[src/rtl/ram_pkg.sv]
// Shared defaults and FSM encodings for the RAM burst reader.
package ram_pkg;

  localparam int DEF_DATA_WIDTH    = 16;
  localparam int DEF_ADDRESS_WIDTH = 10;

  localparam logic [1:0] ST_IDLE  = 2'd0;
  localparam logic [1:0] ST_READ  = 2'd1;
  localparam logic [1:0] ST_DRAIN = 2'd2;

endpackage

[src/rtl/ram_burst_reader_if.sv]
// Command, stream and RAM-port signals of the burst reader.
// The master modport is the reader itself; slave is the side that drives commands.
interface ram_burst_reader_if import ram_pkg::*; #(
  parameter int DATA_WIDTH    = DEF_DATA_WIDTH,
  parameter int ADDRESS_WIDTH = DEF_ADDRESS_WIDTH
) ();

  logic                     start;
  logic [ADDRESS_WIDTH-1:0] base_addr;
  logic [ADDRESS_WIDTH:0]   length;
  logic                     busy;
  logic                     done;
  logic [DATA_WIDTH-1:0]    out_data;
  logic                     out_valid;
  logic                     out_ready;
  logic                     ram_wr_en;
  logic [ADDRESS_WIDTH-1:0] ram_addr;
  logic [DATA_WIDTH-1:0]    ram_data_out;

  modport master (
    input  start, base_addr, length, out_ready, ram_data_out,
    output busy, done, out_data, out_valid, ram_wr_en, ram_addr
  );

  modport slave (
    output start, base_addr, length, out_ready, ram_data_out,
    input  busy, done, out_data, out_valid, ram_wr_en, ram_addr
  );

endinterface

[src/rtl/ram_burst_reader.sv]
// Streams Length consecutive RAM words from BaseAddr through one registered
// valid/ready output stage, pausing under backpressure.
//
// state    | meaning
// ST_IDLE  | waiting for Start; zero-length Start only pulses done
// ST_READ  | words remain to be fetched into the output register
// ST_DRAIN | last word loaded, waiting for its handshake
module ram_burst_reader import ram_pkg::*; #(
  parameter int DATA_WIDTH    = DEF_DATA_WIDTH,
  parameter int ADDRESS_WIDTH = DEF_ADDRESS_WIDTH
) (
  input logic                i_clk,
  input logic                i_rst_n,
  ram_burst_reader_if.master bus
);

  localparam logic [ADDRESS_WIDTH:0] REM_ONE = {{ADDRESS_WIDTH{1'b0}}, 1'b1};

  logic [1:0]               r_state;
  logic                     r_busy;
  logic                     r_done;
  logic [DATA_WIDTH-1:0]    r_out_data;
  logic                     r_out_valid;
  logic [ADDRESS_WIDTH-1:0] r_addr;
  logic [ADDRESS_WIDTH:0]   r_rem;

  logic w_handshake;
  logic w_load;

  assign w_handshake = r_out_valid && bus.out_ready;
  // The output register may be refilled in the same cycle it is consumed.
  assign w_load = (r_state == ST_READ) && (r_rem != '0) &&
                  (!r_out_valid || bus.out_ready);

  always_ff @(posedge i_clk) begin
    if (!i_rst_n) begin
      r_state     <= ST_IDLE;
      r_busy      <= 1'b0;
      r_done      <= 1'b0;
      r_out_data  <= '0;
      r_out_valid <= 1'b0;
      r_addr      <= '0;
      r_rem       <= '0;
    end else begin
      r_done <= 1'b0;
      case (r_state)
        ST_IDLE: begin
          if (bus.start) begin
            if (bus.length != '0) begin
              r_addr  <= bus.base_addr;
              r_rem   <= bus.length;
              r_state <= ST_READ;
              r_busy  <= 1'b1;
            end else begin
              r_done <= 1'b1;
            end
          end
        end
        ST_READ: begin
          if (w_load) begin
            r_out_data  <= bus.ram_data_out;
            r_out_valid <= 1'b1;
            r_addr      <= r_addr + 1'b1;
            r_rem       <= r_rem - REM_ONE;
            if (r_rem == REM_ONE) begin
              r_state <= ST_DRAIN;
            end
          end else if (w_handshake) begin
            r_out_valid <= 1'b0;
          end
        end
        ST_DRAIN: begin
          if (w_handshake) begin
            r_out_valid <= 1'b0;
            r_done      <= 1'b1;
            r_state     <= ST_IDLE;
            r_busy      <= 1'b0;
          end
        end
        default: begin
          r_state     <= ST_IDLE;
          r_busy      <= 1'b0;
          r_out_valid <= 1'b0;
        end
      endcase
    end
  end

  assign bus.busy      = r_busy;
  assign bus.done      = r_done;
  assign bus.out_data  = r_out_data;
  assign bus.out_valid = r_out_valid;
  assign bus.ram_wr_en = 1'b0;
  assign bus.ram_addr  = r_addr;

endmodule

[src/flat_wrapper.sv]
// flat-port wrapper written by rule: the top's interface ports become plain ports
module ram_burst_reader_flat import ram_pkg::*;
#(
  parameter int DATA_WIDTH    = DEF_DATA_WIDTH,
  parameter int ADDRESS_WIDTH = DEF_ADDRESS_WIDTH
)
  (i_clk, i_rst_n, bus_start, bus_base_addr, bus_length, bus_out_ready, bus_ram_data_out, bus_busy, bus_done, bus_out_data, bus_out_valid, bus_ram_wr_en, bus_ram_addr);
  ram_burst_reader_if #(.DATA_WIDTH(DATA_WIDTH), .ADDRESS_WIDTH(ADDRESS_WIDTH)) bus_i ();
  input logic i_clk;
  input logic i_rst_n;
  input wire logic [$bits(bus_i.start)-1:0] bus_start;
  input wire logic [$bits(bus_i.base_addr)-1:0] bus_base_addr;
  input wire logic [$bits(bus_i.length)-1:0] bus_length;
  input wire logic [$bits(bus_i.out_ready)-1:0] bus_out_ready;
  input wire logic [$bits(bus_i.ram_data_out)-1:0] bus_ram_data_out;
  output wire logic [$bits(bus_i.busy)-1:0] bus_busy;
  output wire logic [$bits(bus_i.done)-1:0] bus_done;
  output wire logic [$bits(bus_i.out_data)-1:0] bus_out_data;
  output wire logic [$bits(bus_i.out_valid)-1:0] bus_out_valid;
  output wire logic [$bits(bus_i.ram_wr_en)-1:0] bus_ram_wr_en;
  output wire logic [$bits(bus_i.ram_addr)-1:0] bus_ram_addr;
  assign bus_i.start = bus_start;
  assign bus_i.base_addr = bus_base_addr;
  assign bus_i.length = bus_length;
  assign bus_i.out_ready = bus_out_ready;
  assign bus_i.ram_data_out = bus_ram_data_out;
  assign bus_busy = bus_i.busy;
  assign bus_done = bus_i.done;
  assign bus_out_data = bus_i.out_data;
  assign bus_out_valid = bus_i.out_valid;
  assign bus_ram_wr_en = bus_i.ram_wr_en;
  assign bus_ram_addr = bus_i.ram_addr;
  ram_burst_reader #(.DATA_WIDTH(DATA_WIDTH), .ADDRESS_WIDTH(ADDRESS_WIDTH)) u_core (.i_clk(i_clk), .i_rst_n(i_rst_n), .bus(bus_i));
endmodule
[config.mk]
export PLATFORM = sky130hd
export DESIGN_NAME = ram_burst_reader_flat
export DESIGN_NICKNAME = d
export VERILOG_FILES = /design/src/rtl/ram_pkg.sv /design/src/rtl/ram_burst_reader_if.sv /design/src/rtl/ram_burst_reader.sv /design/src/flat_wrapper.sv
export SDC_FILE = /design/constraint.sdc
export NUM_CORES = 1
export LEC_CHECK = 0
export CORE_ASPECT_RATIO = 1.5
export CORE_MARGIN = 5
export CORE_UTILIZATION = 53
export CTS_BUF_LIST = sky130_fd_sc_hd__clkbuf_8
export DETAILED_ROUTE_END_ITERATION = 7
export PLACE_DENSITY_LB_ADDON = 0.12
export SKIP_LAST_GASP = 1
export SYNTH_ARGS = -nofsm -noshare
export SYNTH_HDL_FRONTEND = slang
export SYNTH_SLANG_ARGS = --single-unit
[constraint.sdc]
create_clock -name i_clk -period 3.25 [get_ports i_clk]
set_clock_uncertainty 0.1 [all_clocks]
set_input_delay 0.4875 -clock i_clk [delete_from_list [all_inputs] [get_ports i_clk]]
set_output_delay 0.4875 -clock i_clk [all_outputs]
set_load 0.05 [all_outputs]
# == Word level (Yosys, flattened, before mapping) ==
# Index checks and enable logic that the tools add are counted.
# totals
regBits,42
inputBits,41
output_inout_bits,30
wordCells,56
# op_classes
n_addsub,2
eq_ne,8
mux,25
bitwise,1
reduce_logical,13
# op_table
cell,n
two-way mux 11 bit,3
two-way mux 10 bit,3
one-hot mux 11 bit (2 select lines),1
nonzero test 11 bit,2
one-hot mux 10 bit (2 select lines),1
"== test 11 x 1 -> 1 bit, second input constant",1
"subtractor 11 x 1 -> 11 bit, second input constant",1
"adder 10 x 1 -> 10 bit, second input constant",1
two-way mux 2 bit,5
two-way mux 1 bit,8
AND reduction 4 bit,2
"inequality test 2 x 1 -> 1 bit, second input constant",3
one-hot mux 1 bit (3 select lines),2
one-hot mux 2 bit (3 select lines),1
AND reduction 5 bit,1
"inequality test 2 bit, second input constant",2
logical AND 1 bit,3
"== test 2 x 1 -> 1 bit, second input constant",1
"== test 2 bit, second input constant",1
zero test 2 bit,1
one-hot mux 1 bit (2 select lines),1
AND reduction 2 bit,1
nonzero test 2 bit,1
zero test 1 bit,1
2 further kinds,2

# == Longest topological paths before layout ==
# depth
ltp_word,5
mapped_depth,9
ltp_nobuf,7

# == Worst setup path before layout ==
# OpenSTA, ideal clock, no wires.
# synth_timing
path_type,reg-to-reg
startpoint,reg u_core.r_state[0]
endpoint,reg u_core.r_rem[3]
setup_time_ns,0.059
arrival_time_ns,1.936
t_required_ns,3.091
path_slack_ns,1.155
path_stages_with_launch,9
path_buffers,1
period_less_slack_ns,2.095
cell_sequence,dfxtp_1 > inv_1 > ha_1 > nor2b_1 > a211oi_1 > nor3b_2 > buf_2 > o2111ai_1 > nand2_1
# synth_via
elab_chain_len,5
elab_cells_between_ends,10
cone_classes,eq/ne: 4; mux: 1; reduce/logical: 5
# synth_rtl
item,line_no,text
from (decl),ram_burst_reader.sv:19,logic [1:0] r_state;
from (signal assigned),ram_burst_reader.sv:37,r_state <= ST_IDLE;
from (signal assigned),ram_burst_reader.sv:52,r_state <= ST_READ;
from (signal assigned),ram_burst_reader.sv:66,r_state <= ST_DRAIN;
== test 2 x 1 -> 1 bit,"ram_burst_reader.sv:32, ram_burst_reader.sv:46",
logical AND 1 bit (2 in a row),ram_burst_reader.sv:32,assign w_load = (r_state == ST_READ) && (r_rem != '0) &&
inequality test 2 x 1 -> 1 bit (no source line),n/a,
AND reduction 4 bit (no source line),n/a,
to (signal assigned),ram_burst_reader.sv:51,r_rem <= bus.length;
to (signal assigned),ram_burst_reader.sv:64,r_rem <= r_rem - REM_ONE;
to (decl),ram_burst_reader.sv:25,logic [ADDRESS_WIDTH:0] r_rem;
# Parallel ways exist; a longest one is shown, timed or not.
# A chain may end at the register's enable or synchronous reset.

# == Worst setup path after layout ==
# layout_timing
startpoint,reg u_core.r_state[1]
endpoint,"reg u_core.r_addr[0], in the netlist u_core.bus.ram_addr[0]"
# layout_via
elab_chain_len,5
elab_cells_between_ends,10
cone_classes,eq/ne: 4; mux: 1; reduce/logical: 5
# layout_rtl
item,line_no,text
== test 2 x 1 -> 1 bit,"ram_burst_reader.sv:32, ram_burst_reader.sv:46",
logical AND 1 bit (2 in a row),ram_burst_reader.sv:32,
inequality test 2 x 1 -> 1 bit (no source line),n/a,
AND reduction 4 bit (no source line),n/a,
to (signal assigned),ram_burst_reader.sv:50,r_addr <= bus.base_addr;
to (signal assigned),ram_burst_reader.sv:63,r_addr <= r_addr + 1'b1;
to (decl),ram_burst_reader.sv:24,logic [ADDRESS_WIDTH-1:0] r_addr;
# Parallel ways exist; a longest one is shown, timed or not.

==> results_dict.tcl <==
set metrics [dict create \
    status "finished clean" \
    switchingPower_mw 1.609 \
    cts_htree_levels 2 \
    cts_tree "yes" \
    yosysTopAreaCellShare_pct 34.87 \
    hold_class "reg2reg" \
    synthFlopType "dfxtp_1" \
    grt_pass1_wl_um 9625 \
    p_sw_share_pct 47.96 \
    worst_ep_arrival_time_ps 2840 \
    synth.distinct_cells 52 \
    slowest_stage "ha_1" \
    gp_congestion 0.7971 \
    clock_path_buffers 2 \
    dpl.hpwl_um 4253 \
    track_usage_pct 20.00 \
    clk_latency_ps 300 \
    cts_sinks 42 \
    fmax_ghz 0.3683 \
    grt_pass1_vias 2195 \
    setup_viol 0 \
    synth_nets 328 \
    power_density_nw_per_um2 1048 \
    portBuffers 69 \
    drive_gt1_share_pct 7.289 \
    cpPeakStageDelay_ps 590 \
    wl_per_cell_um 14.72 \
    antenna_found_initial 0 \
    ios 71 \
    coreArea_um2 4467 \
    power_frac_seq_pct 26.4 \
    p_int_mw 1.746 \
    fin_crit_sh_pct 83.54 \
    required_ps 3380 \
    dieArea_um2 6026 \
    yosysTopAreaCell "dfxtp_1" \
    cts_root_buffer "clkbuf_8" \
    synth.top_cells.by_count "dfxtp_1, nand2_1, nor2b_1, mux2i_1" \
    synth_most_common_cell "dfxtp_1" \
    p_leak_nw 1.194 \
    clk_pin_slew_worst_paths_ps 80 \
    fin_setup_tns_ps 0 \
    cts_setup_buffers 0 \
    start_util_pct 53.98 \
    seq_area_frac_synth_pct 34.87 \
    area_delta_synth_final_pct 32.80 \
    max-vdd-ir-drop_mv 0.6557 \
    reg2reg_slack_ps 530 \
    hold_buffers 0 \
    num-fill-cells 376 \
    syn_avg_cell_area_um2 8.642 \
    drt_iter0_markers 53 \
    crit_path_end_kind "flip-flop" \
    synth_cells 279 \
    slew_viol_final 0 \
    cp-start-kind "flip-flop" \
    wirelength_um 5756 \
    first_pass_iters 4 \
    maxCapViolCount 0 \
    antenna_left 0 \
    die_w_um 65.07 \
    drc 0 \
    p_comb_share_pct 61.6 \
    yosysWarnings 0 \
    ys_seq_elements 42 \
    path_cells "inv_1 > ha_1 > nor2_1 > a211oi_1 > nand3b_4 > or3_1 > a21boi_1" \
    num_vias 2241 \
    synth_edf_count 0 \
    crit_type "reg2reg" \
    vias_per_cell 5.731 \
    critPathMaxFanout 24 \
    worst_pin_slew_ps 656.1 \
    dieHeight_um 92.61 \
    crit_buf_inv 1 \
    rsz0062_at_grt "no" \
    syn_area_um2 2411 \
    grt_overflow 0 \
    rows 30 \
    synth_area_leaders "dfxtp_1, mux2i_1, nor2b_1" \
    grt_max_degree 38 \
    finalHoldViolations 0 \
    post-route-util_pct 71.68 \
    numCtsBuffers 5 \
    synthArstFlopShare_pct 0 \
    finalCriticalPeriod_ps 2715 \
    clkPwrFrac_pct 11.9 \
    num_antenna_cells 0 \
    post_cts_resized 0 \
    layout.nets 391 \
    critical-path-top-delay-family "simple AND/OR/NAND/NOR gates" \
    fin_hold_ws_ps 347.6 \
    relSlewSlack_pct 56.26 \
]
[placed cells by master (no fill, tap or decap), types with 2 or more instances in the layout]
master and n:
nor2_1 14, o21ai_0 10, a31o_2 4, mux2i_1 21, or4_1 4, dfxtp_1 42, nor3_1 6, a21boi_1 2
o21a_1 2, o22ai_1 2, o21ai_1 6, clkdlybuf4s50_1 69, mux2_2 3, o31ai_1 2, clkbuf_8 5, inv_1 12
nand3_1 14, a21oi_1 11, nand2_1 25, a31oi_1 3, buf_4 5, nor2b_1 22, xnor2_1 7, nand3b_1 2
nand2b_1 2, or3_1 2, nor3b_1 3, a21boi_0 2, a211oi_1 5, a31o_1 4, and3_1 5, ha_1 8
nor4_1 2
[registers in the layout, indices dropped and copies added (netlist names)]
register and cells:
u_core.bus.busy 1, u_core.r_state 2, u_core.bus.out_valid 1, u_core.bus.done 1, u_core.r_rem 11, u_core.bus.ram_addr 10
u_core.bus.out_data 16
[final cells by class]
| class | count | area (µm²) | share of cell area (%) |
|---|---|---|---|
| Clock buffer | 5 | 68.82 | 2.149 |
| Inverter | 10 | 37.54 | 1.172 |
| Clock inverter | 3 | 37.54 | 1.172 |
| Multi-Input combinational cell | 209 | 1429 | 44.63 |
| Timing Repair Buffer | 74 | 728.2 | 22.74 |
| Sequential cell | 42 | 840.8 | 26.26 |
| Tap cell | 48 | 60.06 | 1.876 |
[kinds of logic (layout without fill, tap and decap cells)]
| group | Yosys count | count (layout) | share of synthesized area (%) |
|---|---|---|---|
| simple gates | 110 | 110 | 26.26 |
| compound gates | 59 | 59 | 16.03 |
| other cells | 1 | 1 | 0.1555 |
| mux | 24 | 24 | 10.12 |
| xor+xnor | 7 | 7 | 2.543 |
| flops | 42 | 42 | 34.87 |
| fa+ha+maj | 8 | 8 | 4.152 |
| buf+inv | 28 | 92 | 5.864 |
[routing by layer]
layer,vias to the layer above,wire (µm),GRT usage (%)
met5,-,0,0
met2,86,2922,35.10
li1,1110,-,-
met3,21,385,4.612
met4,0,210,10.90
met1,1024,2238,21.75
[worst register-to-register path: stages, from the launching register on]
cell,delay [ps]
dfxtp_1,330
inv_1,100
ha_1,590
nor2_1,80
a211oi_1,520
nand3b_4,350
or3_1,440
a21boi_1,150
[path summary, 6_finish.rpt]
| path | start | to | cells past startpoint |
|---|---|---|---|
| setup reg to reg | u_core.r_state[1] | u_core.bus.ram_addr[0] | 7 |
| setup / recovery | u_core.r_state[1] | u_core.bus.ram_addr[0] | 7 |
| hold reg to reg | u_core.r_rem[7] | u_core.r_rem[7] | 2 |
| hold / removal | u_core.r_rem[7] | u_core.r_rem[7] | 2 |
[per-stage QoR]
| stage | cell area, µm² | setup slack, ps | total power [mW] | std cells |
|---|---|---|---|---|
| finish | 3202 | 534.9 | 3.356 | 391 |
| global route | 3202 | 284.9 | 3.611 | 391 |
| CTS | 3202 | 502.6 | 3.375 | 391 |
| detailed placement | 3095 | 525.9 | 2.960 | 383 |
| global placement | 3095 | 653.0 | 2.931 | 383 |
| floorplan | 2411 | 1155 | 2.500 | 279 |
[power by group through the flow]
stage / Clock, mW / Combinational [mW] / Sequential (mW)
2_1_floorplan: 0 / 1.23 / 1.27
3_3_place_gp: 0 / 2.04 / 0.891
5_1_grt: 0.434 / 2.25 / 0.929
3_5_place_dp: 0 / 2.06 / 0.897
6_report: 0.400 / 2.07 / 0.887
4_1_cts: 0.407 / 2.08 / 0.888
Power figures use the tool's default switching activity.
